**src/rtl/approx_add_pkg.sv**
```systemverilog
// Shared types and constants for the pipelined approximate adder family.
package approx_add_pkg;

    localparam logic MODE_EXACT  = 1'b0;
    localparam logic MODE_APPROX = 1'b1;

    // Payload fields are sized for the widest supported operand; users slice the low bits.
    localparam int unsigned PAYLOAD_W = 64;

    function automatic int unsigned upper_width(input int unsigned w, input int unsigned k);
        return w - k;
    endfunction

    typedef struct packed {
        logic [PAYLOAD_W-1:0] lo;
        logic                 c;
        logic [PAYLOAD_W-1:0] a_u;
        logic [PAYLOAD_W-1:0] b_u;
        logic                 mode;
    } s1_payload_t;

endpackage

```
**src/rtl/approx_add_lower.sv**
```systemverilog
// Combinational K-bit low part: lower-part-OR in approximate mode, exact add otherwise.
module approx_add_lower
    import approx_add_pkg::*;
#(
    parameter int unsigned K = 4
) (
    input  logic [K-1:0] a,
    input  logic [K-1:0] b,
    input  logic         approx,
    output logic [K-1:0] l,
    output logic         c
);

    logic [K:0] exact_sum;

    always_comb begin
        exact_sum = {1'b0, a} + {1'b0, b};
        l         = exact_sum[K-1:0];
        c         = exact_sum[K];
        if (approx == MODE_APPROX) begin
            l = a | b;
            c = a[K-1] & b[K-1];
        end
    end

endmodule

```
**src/rtl/approx_add_pipe.sv**
```systemverilog
// Two-stage valid/ready approximate adder. Define ERR_MON_EN to add the error monitor ports.
module approx_add_pipe
    import approx_add_pkg::*;
#(
    parameter int unsigned WIDTH       = 8,
    parameter int unsigned APPROX_BITS = 4
) (
    input  logic             clk,
    input  logic             rst_n,
    input  logic             in_valid,
    output logic             in_ready,
    input  logic [WIDTH-1:0] in_a,
    input  logic [WIDTH-1:0] in_b,
    input  logic             in_approx,
    output logic             out_valid,
    input  logic             out_ready,
    output logic [WIDTH:0]   out_sum,
`ifdef ERR_MON_EN
    output logic [WIDTH:0]   err_abs,
    output logic [31:0]      err_cnt,
    output logic [WIDTH:0]   err_max,
`endif
    output logic             out_approx
);

    localparam int unsigned UW = upper_width(WIDTH, APPROX_BITS);
    localparam int unsigned LW = (APPROX_BITS > 0) ? APPROX_BITS : 1;
    localparam int unsigned SW = WIDTH + 1;

    logic              s1_valid_q, s1_valid_d;
    logic              s2_valid_q, s2_valid_d;
    s1_payload_t       s1_q, s1_d;
    logic [WIDTH:0]    out_sum_q, out_sum_d;
    logic              out_approx_q, out_approx_d;

    logic              s1_load, s2_load, accept;
    logic [LW-1:0]     lo_w;
    logic              c_w;
    logic [UW:0]       sum_u;
    logic              unused_payload;

    approx_add_lower #(.K(LW)) u_lower (
        .a      (in_a[LW-1:0]),
        .b      (in_b[LW-1:0]),
        .approx (in_approx == MODE_APPROX),
        .l      (lo_w),
        .c      (c_w)
    );

    assign unused_payload = ^s1_q;

    always_comb begin
        s2_load    = !s2_valid_q || out_ready;
        s1_load    = !s1_valid_q || s2_load;
        accept     = in_valid && s1_load;
        in_ready   = s1_load;

        s1_valid_d = s1_load ? in_valid : s1_valid_q;
        s1_d       = s1_q;
        if (accept) begin
            s1_d = '0;
            // With no approximated bits the low part vanishes and the carry-in is zero.
            if (APPROX_BITS > 0) begin
                s1_d.lo[LW-1:0] = lo_w;
                s1_d.c          = c_w;
            end
            s1_d.a_u[UW-1:0] = in_a[WIDTH-1:APPROX_BITS];
            s1_d.b_u[UW-1:0] = in_b[WIDTH-1:APPROX_BITS];
            s1_d.mode        = in_approx;
        end

        sum_u = {1'b0, s1_q.a_u[UW-1:0]} + {1'b0, s1_q.b_u[UW-1:0]} + {{UW{1'b0}}, s1_q.c};

        s2_valid_d   = s2_load ? s1_valid_q : s2_valid_q;
        out_sum_d    = out_sum_q;
        out_approx_d = out_approx_q;
        if (s2_load && s1_valid_q) begin
            out_sum_d    = (SW'(sum_u) << APPROX_BITS) | SW'(s1_q.lo[LW-1:0]);
            out_approx_d = s1_q.mode;
        end
    end

    always_ff @(posedge clk) begin
        if (!rst_n) begin
            s1_valid_q   <= 1'b0;
            s2_valid_q   <= 1'b0;
            s1_q         <= '0;
            out_sum_q    <= '0;
            out_approx_q <= 1'b0;
        end else begin
            s1_valid_q   <= s1_valid_d;
            s2_valid_q   <= s2_valid_d;
            s1_q         <= s1_d;
            out_sum_q    <= out_sum_d;
            out_approx_q <= out_approx_d;
        end
    end

    assign out_valid  = s2_valid_q;
    assign out_sum    = out_sum_q;
    assign out_approx = out_approx_q;

`ifdef ERR_MON_EN
    logic [WIDTH:0] ex1_q, ex1_d;
    logic [WIDTH:0] ex2_q, ex2_d;
    logic [31:0]    err_cnt_q, err_cnt_d;
    logic [WIDTH:0] err_max_q, err_max_d;

    always_comb begin
        ex1_d = accept ? (SW'(in_a) + SW'(in_b)) : ex1_q;
        ex2_d = (s2_load && s1_valid_q) ? ex1_q : ex2_q;

        err_abs = (out_sum_q >= ex2_q) ? (out_sum_q - ex2_q) : (ex2_q - out_sum_q);

        err_cnt_d = err_cnt_q;
        err_max_d = err_max_q;
        if (s2_valid_q && out_ready) begin
            if ((err_abs != '0) && (err_cnt_q != '1)) begin
                err_cnt_d = err_cnt_q + 32'd1;
            end
            if (err_abs > err_max_q) begin
                err_max_d = err_abs;
            end
        end
    end

    always_ff @(posedge clk) begin
        if (!rst_n) begin
            ex1_q     <= '0;
            ex2_q     <= '0;
            err_cnt_q <= '0;
            err_max_q <= '0;
        end else begin
            ex1_q     <= ex1_d;
            ex2_q     <= ex2_d;
            err_cnt_q <= err_cnt_d;
            err_max_q <= err_max_d;
        end
    end

    assign err_cnt = err_cnt_q;
    assign err_max = err_max_q;
`endif

endmodule
```
**config.mk**
```make
export PLATFORM = sky130hd
export DESIGN_NAME = approx_add_pipe
export DESIGN_NICKNAME = d
export VERILOG_FILES = /design/src/rtl/approx_add_pkg.sv /design/src/rtl/approx_add_lower.sv /design/src/rtl/approx_add_pipe.sv
export SDC_FILE = /design/constraint.sdc
export NUM_CORES = 1
export LEC_CHECK = 0
export BUFFER_PORTS_ARGS = -buffer_cell sky130_fd_sc_hd__clkbuf_2
export CAP_MARGIN = 20
export CORE_MARGIN = 2
export CORE_UTILIZATION = 41
export DETAILED_ROUTE_END_ITERATION = 8
export PLACE_DENSITY_LB_ADDON = 0.2
export SYNTH_ARGS = -nofsm -noshare
export SYNTH_HDL_FRONTEND = slang
export SYNTH_SLANG_ARGS = --single-unit
```
**constraint.sdc**
```tcl
create_clock -name clk -period 1.6 [get_ports clk]
set_input_delay 0.24 -clock clk [delete_from_list [all_inputs] [get_ports clk]]
set_output_delay 0.24 -clock clk [all_outputs]
set_load 0.02 [all_outputs]
```
# --- Word-level counts from Yosys, hierarchy flattened ---
# Cells that the tools add are included.
word_totals:
  reg_bits: 26
  input_bits: 21
op_classes:
  add_sub_neg: 3
  reduce_logical: 6
  muxes: 2
  bitwise_logic: 3
ops:
  columns: ["op", "n"]
  rows:
  - ["adder 4 x 4 -> 5 bit", 2]
  - ["bitwise OR 9 x 4 -> 9 bit", 1]
  - ["adder 5 x 1 -> 5 bit", 1]
  - ["two-way mux 4 bit", 1]
  - ["bitwise OR 4 bit", 1]
  - ["logical AND 1 bit", 2]
  - ["zero test 1 bit", 2]
  - ["logical OR 1 bit", 2]
  - ["AND 1 bit", 1]
  - ["two-way mux 1 bit", 1]

# --- Depth between registers and ports, before layout ---
# Gate-level depths: netlist of the first run.
depth:
  word_depth: 4
  mapped_depth: 6
  mapped_depth_nobuf: 6

# --- Cells and area by module ---
# From an unflattened synthesis of the first run, not the netlist that was laid out.
hier_totals:
  cells_unflattened: 170
  hier_area_um2: 1448.9
by_module_without_submodules:
  columns: ["mod", "cells_per_inst", "area_per_inst_um2", "seq_area_each_um2", "instances"]
  rows:
  - ["approx_add_pipe", 134, 1163.6, 520.5, 1]
  - ["approx_add_lower", 36, 285.3, 0.0, 1]

# --- Worst setup path before layout of the first run ---
# No wires, ideal clock.
synth_timing:
  path_kind: "flip-flop to flip-flop"
  from: "register s1_q[1] in the netlist's numbering"
  to: "register out_sum_q[5], in the netlist out_sum[5]"
  slack_ns: 0.160
  stages_incl_launch_ff: 6
  t_arrival_ns: 1.382
  cell_sequence: "dfxtp_1 fa_1 inv_1 fa_1 nand2_1 o211a_1"
synth_between:
  elab_chain_len: 3
synth_rtl:
  columns: ["item", "line_no", "text"]
  rows:
  - ["from (decl)", "approx_add_pipe.sv:32", "s1_payload_t s1_q, s1_d;"]
  - ["from (signal assigned)", "approx_add_pipe.sv:87", "s1_q <= '0;"]
  - ["from (signal assigned)", "approx_add_pipe.sv:93", "s1_q <= s1_d;"]
  - ["adder 4 x 4 -> 5 bit", "approx_add_pipe.sv:72", "sum_u = {1'b0, s1_q.a_u[UW-1:0]} + {1'b0, s1_q.b_u[UW-1:0]} + {{UW{1'b0}}, s1_q.c};"]
  - ["adder 5 x 1 -> 5 bit", "approx_add_pipe.sv:72", null]
  - ["bitwise OR 9 x 4 -> 9 bit", "approx_add_pipe.sv:78", "out_sum_d = (SW'(sum_u) << APPROX_BITS) | SW'(s1_q.lo[LW-1:0]);"]
  - ["to (signal assigned)", "approx_add_pipe.sv:94", "out_sum_q <= out_sum_d;"]
  - ["to (decl)", "approx_add_pipe.sv:33", "logic [WIDTH:0] out_sum_q, out_sum_d;"]
# No other way between the ends.
# A chain may end at the register's enable or synchronous reset.

# --- Worst setup path after layout of the first run ---
# Same ends and word-level chain as after synthesis.

==> results of run 1 <==
-- area by class of cell --
cell class / instances / area (sq um)
fill: 315 / 1530
multi-input combinational: 106 / 728
sequential: 26 / 523
timing repair buffer: 34 / 175
inverter: 15 / 56.3
tap: 44 / 55.1
clock buffer: 4 / 36.3
-- flip-flops by register name, indices dropped and copies added, names as in the netlist --
| name | flops |
|---|---|
| out_approx | 1 |
| out_valid | 1 |
| s1_q | 14 |
| s1_valid_q | 1 |
| out_sum | 9 |
-- per-stage QoR --
| stage | instance area [sq um] | total power [mW] | worst slack [ns] | instances |
|---|---|---|---|---|
| global route | 1570 | 1.33 | 0.00767 | 229 |
| CTS | 1570 | 1.27 | 0.0612 | 229 |
| finish | 1570 | 1.25 | 0.0716 | 229 |
| detailed placement | 1540 | 0.948 | 0.0327 | 225 |
| global placement | 1540 | 0.938 | 0.115 | 225 |
| floorplan | 1350 | 0.874 | 0.160 | 154 |
-- layer usage --
layer / part of all wire, % / global-route usage [%]
met5: 0 / 0
met3: 4.4 / 1.26
met2: 48 / 24.3
met1: 47 / 18.8
met4: 1.1 / 6.38
-- cells in the mapped netlist --
cell type and number:
a31oi_1 1, nand2_1 39, a21oi_1 5, ha_1 11
o211ai_1 2, nand2_2 1, or4b_1 1, clkbuf_1 3
a21o_1 2, a211oi_1 1, a21boi_0 19, nand3b_2 1
xnor2_1 1, and2_1 1, nand3_1 1, fa_1 3
nand4_1 1, nor2_1 1, a221oi_1 1, and2_4 1
xor2_1 1, o211a_1 3, inv_1 15, dfxtp_1 26
nor2b_1 2, nand2b_1 1, buf_6 2, buf_2 2
mux2i_1 2, o21ai_0 4
-- cells in the final DEF, fill, tap and decap left out, types with 2 or more instances in the layout --
master	instances
a21oi_1	5
inv_1	15
dfxtp_1	24
ha_1	11
a21boi_0	18
o211ai_1	2
o21ai_0	4
a21o_1	2
nand2_1	39
o211a_1	3
clkbuf_2	32
buf_4	2
clkbuf_4	3
dfxtp_2	2
fa_1	3
mux2i_1	2
nor2b_1	2
-- logic make-up (layout without fill, tap and decap cells) --
group	after synthesis	after routing	synth area share, %
flops	26	26	38.6
simple gates	50	50	16.5
mux	2	2	1.48
fa+ha+maj	14	14	14.7
xor+xnor	2	2	1.30
compound gates	38	38	20.0
buf+inv	22	53	7.42
-- what timing repair did --
item                       4_1_cts  5_1_grt
setup buffers                    0        0
setup endpoints to repair        0        1
resized for setup                0        3
-- critical path, delay by kind of cell (launching register included) --
| family | cells | cell delay, ns |
|---|---|---|
| AO/OA/AOI/OAI | 1 | 0.14 |
| adder cells (fa/ha/maj) | 2 | 0.84 |
| buffers and inverters | 1 | 0.08 |
| AND/OR/NAND/NOR | 1 | 0.07 |
| flip-flops | 1 | 0.35 |
-- path summary, 6_finish.rpt --
check	startpoint	to	slack [ns]	depth (start not counted)
setup / recovery	s1_q[1]$_SDFFE_PN0P_	out_sum[5]$_SDFFE_PN0P_	0.07	5
hold / removal	in_a[7]	s1_q[68]$_SDFFE_PN0P_	0.14	3
setup reg to reg	s1_q[1]$_SDFFE_PN0P_	out_sum[5]$_SDFFE_PN0P_	0.07	5
hold reg to reg	out_sum[6]$_SDFFE_PN0P_	out_sum[6]$_SDFFE_PN0P_	0.47	2
-- power by group --
part / switching (mW) / total, mW / internal, mW
Sequential: 0.0231 / 0.710 / 0.687
Combinational: 0.122 / 0.221 / 0.0992
Clock: 0.183 / 0.322 / 0.139
==> key figures, run 1 <==
Floorplan
  • Core Rows: 20
  • Chip width: a little over 60 um
  • Die H: 61.4 um
  • Total Die Area: between 0.003 and 0.004 sq mm
  • Starting density of the core: a little over two fifths
  • Core Footprint: 0.00310 sq mm
  • Number of top-level pins: 33

STA
  • Final Hold Fails: 0
  • Worst clock skew: 0.00739 ns
  • Max Slew Vio Count: 0
  • Hold Slack: 0.143 ns
  • Max Clk Rate: approximately 650 MHz
  • Tmin final: between 1.5 and 2 ns
  • Worst Tran Pin Value: 0.420 ns
  • Fin crit share: a little over nine tenths
  • Final setup viols: 0
  • RSZ-0062 raised after global routing: false
  • Setup TNS: 0 ns
  • Max_slew headroom: ~70%

Detailed routing
  • # DRC: 0
  • Drt first pass iters: 4
  • Detailed Route WL: roughly 2500 um
  • Drt via density: about 4.7
  • Post-route ant nets: 0
  • DR vias: roughly 1100
  • First-iteration detailed-routing DRC count: 40
  • WL/cell: 10.7 um

Final layout
  • Share of layout cells above drive strength 1: 23.2%
  • Area grow syn2layout: 16.7%
  • Final core utilization: approximately 50%
  • # nets final: roughly 220
  • Final antenna diode count: 0

Setup path
  • Crit Path Class: reg -> reg
  • CP Data Required Time: around 1.9 ns
  • Most frequent CP cell: fa_1
  • Crit-path cells: fa_1, inv_1, fa_1, nand2_1, o211a_1
  • Crit. End Element: flop
  • Critical path's slowest cell: fa_1
  • Critical Path AT: 1.79 ns
  • Worst setup SP type: flop
  • Max FO, Critical Path: 2
  • Critical path's largest stage delay: around 0.43 ns

Power
  • Leakage: 0.765 nW
  • PwrDens: 796 mW/mm^2
  • VDD IR max: around 0.00024 V

Clock network
  • CTS buffer count: 3
  • CTS tree: done
  • Clock Tree Buf Depth: 2
  • H-tree levels: 1
  • CTS sink cnt: 26
  • Worst-path clk slew: approximately 0.14 ns
  • Clock Latency Late Sink: between 0.3 and 0.4 ns
  • # hold bufs at CTS: 0
  • Root buf cell: clkbuf_4

Job
  • Max-Cap Viols: 0

Global routing
  • Total GRT Usage: 14.4%
  • Vias in the first global route: roughly 950
  • GRT Residual Overflow: 0
  • First-pass GRT wire length: approximately 4100 um
  • Largest net degree at the start of global routing: 28
  • Initial antenna violation count: 0

Placed design
  • GP Congestion: about 0.76
  • PortBufs: 32
  • Hpwl dp: 1970 um

Synth
  • Yosys reg bits: 26
  • Post-Syn Area: ~0.0013 sq mm
  • Synth warnings: 0
  • Synth top area share: between 30% and 40%
  • Syn Inst Count: 154
  • Top cells by area, synth: dfxtp_1, nand2_1, a21boi_0, ha_1, fa_1
  • Total nets after synthesis: 189
  • Leading area contributor after synthesis: dfxtp_1
  • Register area share after synthesis: between 30% and 40%
  • Yosys cell types: 30
  • Syn avg cell area: 8.76 sq um

Min path
  • Hold WC Path Type: in -> reg

Outcome
  • Outcome: complete, no violations
Note: power is estimated with default switching activity, not from simulation.
==> inputs of run 2 (changes only) <==
--- a/config.mk
+++ b/config.mk
@@ -11,6 +11,7 @@
 export CORE_UTILIZATION = 41
 export DETAILED_ROUTE_END_ITERATION = 8
 export PLACE_DENSITY_LB_ADDON = 0.2
+export SLEW_MARGIN = 20
 export SYNTH_ARGS = -nofsm -noshare
 export SYNTH_HDL_FRONTEND = slang
 export SYNTH_SLANG_ARGS = --single-unit
==> constraint.sdc (replaced) <==
create_clock -name clk -period 1.6 [get_ports clk]
set_input_delay 0.24 -clock clk [delete_from_list [all_inputs] [get_ports clk]]
set_output_delay 0.24 -clock clk [all_outputs]
set_load 0.05 [all_outputs]
==> key figures, run 2 (synthesized netlist as in run 1, its figures left out) <==
Global routing
  • First-pass GRT wire length: 4190 um (+3.2%)
  • Initial antenna violation count: 0 (unchanged)
  • Total GRT Usage: 14.7% (+0.27 points)
  • Vias in the first global route: 1003 (+5.8%)
  • Largest net degree at the start of global routing: 28 (unchanged)
  • GRT Residual Overflow: 0 (unchanged)

Detailed routing
  • # DRC: 0 (unchanged)
  • WL/cell: 10.5 um (-2.1%)
  • Post-route ant nets: 0 (unchanged)
  • DR vias: 1067 (-1.4%)
  • Detailed Route WL: 2390 um (-2.5%)
  • Drt via density: 4.68 (-0.95%)
  • Drt first pass iters: 5 (+1)
  • First-iteration detailed-routing DRC count: 25 (-38%)

Final layout
  • # nets final: 221 (unchanged)
  • Commonest non-fill, non-tap cells in the layout: nand2_1, clkbuf_2, dfxtp_1
  • Final Instance Area: 0.00157 sq mm (unchanged)
  • Final antenna diode count: 0 (unchanged)
  • Number of flip-flops in the largest register: 14 (unchanged)
  • Share of layout cells above drive strength 1: 23.9% (+0.67 points)
  • Area grow syn2layout: 16.7% (unchanged)
  • Top reg by flops: s1_q
  • Most common cell after layout, fill and taps aside: nand2_1
  • Finished Layout Cells: 228 (-0.44%)

Floorplan
  • Core Rows: 20 (unchanged)
  • Die H: 61.4 um (unchanged)
  • Starting density of the core: 43.5% (unchanged)
  • Number of top-level pins: 33 (unchanged)
  • Total Die Area: 0.00376 sq mm (unchanged)
  • Chip width: 61.4 um (unchanged)
  • Core Footprint: 0.00310 sq mm (unchanged)

Placed design
  • PortBufs: 32 (unchanged)
  • GP Congestion: 0.770 (+1.7%)
  • Hpwl dp: 1910 um (-2.6%)
  • Placed cell count: 225 (unchanged)
  • Cell Area, Placed: 0.00155 sq mm (+0.65%)

Setup path
  • Max FO, Critical Path: 3 (+1)
  • CP Data Required Time: 1.83 ns (-0.03 ns)
  • Crit Path Class: reg -> reg
  • Worst setup SP type: flop
  • Worst setup path start: s1_q[2]$_SDFFE_PN0P_
  • Critical Path AT: 1.73 ns (-0.06 ns)
  • RR Startpoint: s1_q[2]$_SDFFE_PN0P_
  • Crit. End Element: flop

STA
  • RSZ-0062 raised after global routing: false
  • Max Clk Rate: 668 MHz (+2.1%)
  • Worst Tran Pin Value: 0.411 ns (-0.00931 ns)
  • Setup TNS: 0 ns (unchanged)
  • Worst clock skew: 0.0101 ns (+0.00267 ns)
  • Final setup viols: 0 (unchanged)
  • Final Hold Fails: 0 (unchanged)
  • Max Slew Vio Count: 0 (unchanged)
  • Tmin final: 1.50 ns (-0.0320 ns)
  • Fin crit share: 93.5% (-2.0 points)
  • Max_slew headroom: 72.6% (+0.62 points)

Clock network
  • CTS buffer count: 3 (unchanged)
  • Setup bufs post-CTS: 0 (unchanged)
  • # hold bufs at CTS: 0 (unchanged)
  • CTS tree: done
  • Clock Tree Buf Depth: 2 (unchanged)
  • Clock Latency Late Sink: 0.31 ns (about the same)
  • CTS-repair resized insts: 0 (unchanged)
  • H-tree levels: 1 (unchanged)
  • Root buf cell: clkbuf_4
  • Worst-path clk slew: 0.13 ns (about the same)
  • CTS sink cnt: 26 (unchanged)

Min path
  • Hold_sp: in_a[5]
  • Hold WC Path Type: in -> reg

Power
  • VDD IR max: 0.000214 V (-11%)
  • PwrDens: 776 mW/mm^2 (-2.5%)
  • Leakage: 0.774 nW (+1.2%)

Outcome
  • Outcome: complete, no violations

Job
  • Max-Cap Viols: 0 (unchanged)
run 2: area by class of cell:
class,count,area (sq um)
Fill cell,328,1530
Multi-Input combinational cell,106,742
Sequential cell,26,523
Timing Repair Buffer,34,175
Inverter,15,56.3
Tap cell,44,55.1
Clock buffer,3,22.5
run 2: final timing paths:
path	to	depth (start not counted)	slack [ns]
worst max register to register	out_sum[7]$_SDFFE_PN0P_	5	0.10
worst max-delay path	out_sum[7]$_SDFFE_PN0P_	5	0.10
worst min-delay path	s1_q[66]$_SDFFE_PN0P_	3	0.15
worst min register to register	out_approx$_SDFFE_PN0P_	2	0.47
run 2: metal layers:
metal / track usage [%] / vias to the layer above / part of all wire, %
met5: 0 / - / 0
met4: 5.47 / 0 / 1.1
met3: 1.89 / 2 / 3.3
met2: 23.9 / 21 / 47
met1: 20.0 / 473 / 48
li1: - / 571 / -
run 2: report_power, final:
group | switching [mW] | internal [mW] | total (mW) | leakage, nW
Sequential | 0.0240 | 0.686 | 0.710 | 0.214
Clock | 0.171 | 0.0877 | 0.259 | 0.0138
Combinational | 0.151 | 0.100 | 0.251 | 0.546
run 2: worst max-delay path, stage by stage, from the launching register on:
cell and delay, ns:
dfxtp_1 0.35, ha_1 0.28, a21o_1 0.12, a21oi_1 0.08
or4b_1 0.50, o211ai_1 0.10
run 2: metrics by stage:
stage               total power [mW]  setup slack, ns  hold WS (ns)  utilization [%]
finish                          1.22            0.104         0.145             50.7
global route                    1.30          0.00453         0.136             50.7
CTS                             1.24           0.0629         0.135             50.5
global placement               0.971            0.115         0.449             49.8
detailed placement             0.978           0.0730         0.456             49.8
floorplan                      0.906           0.0952         0.379                -
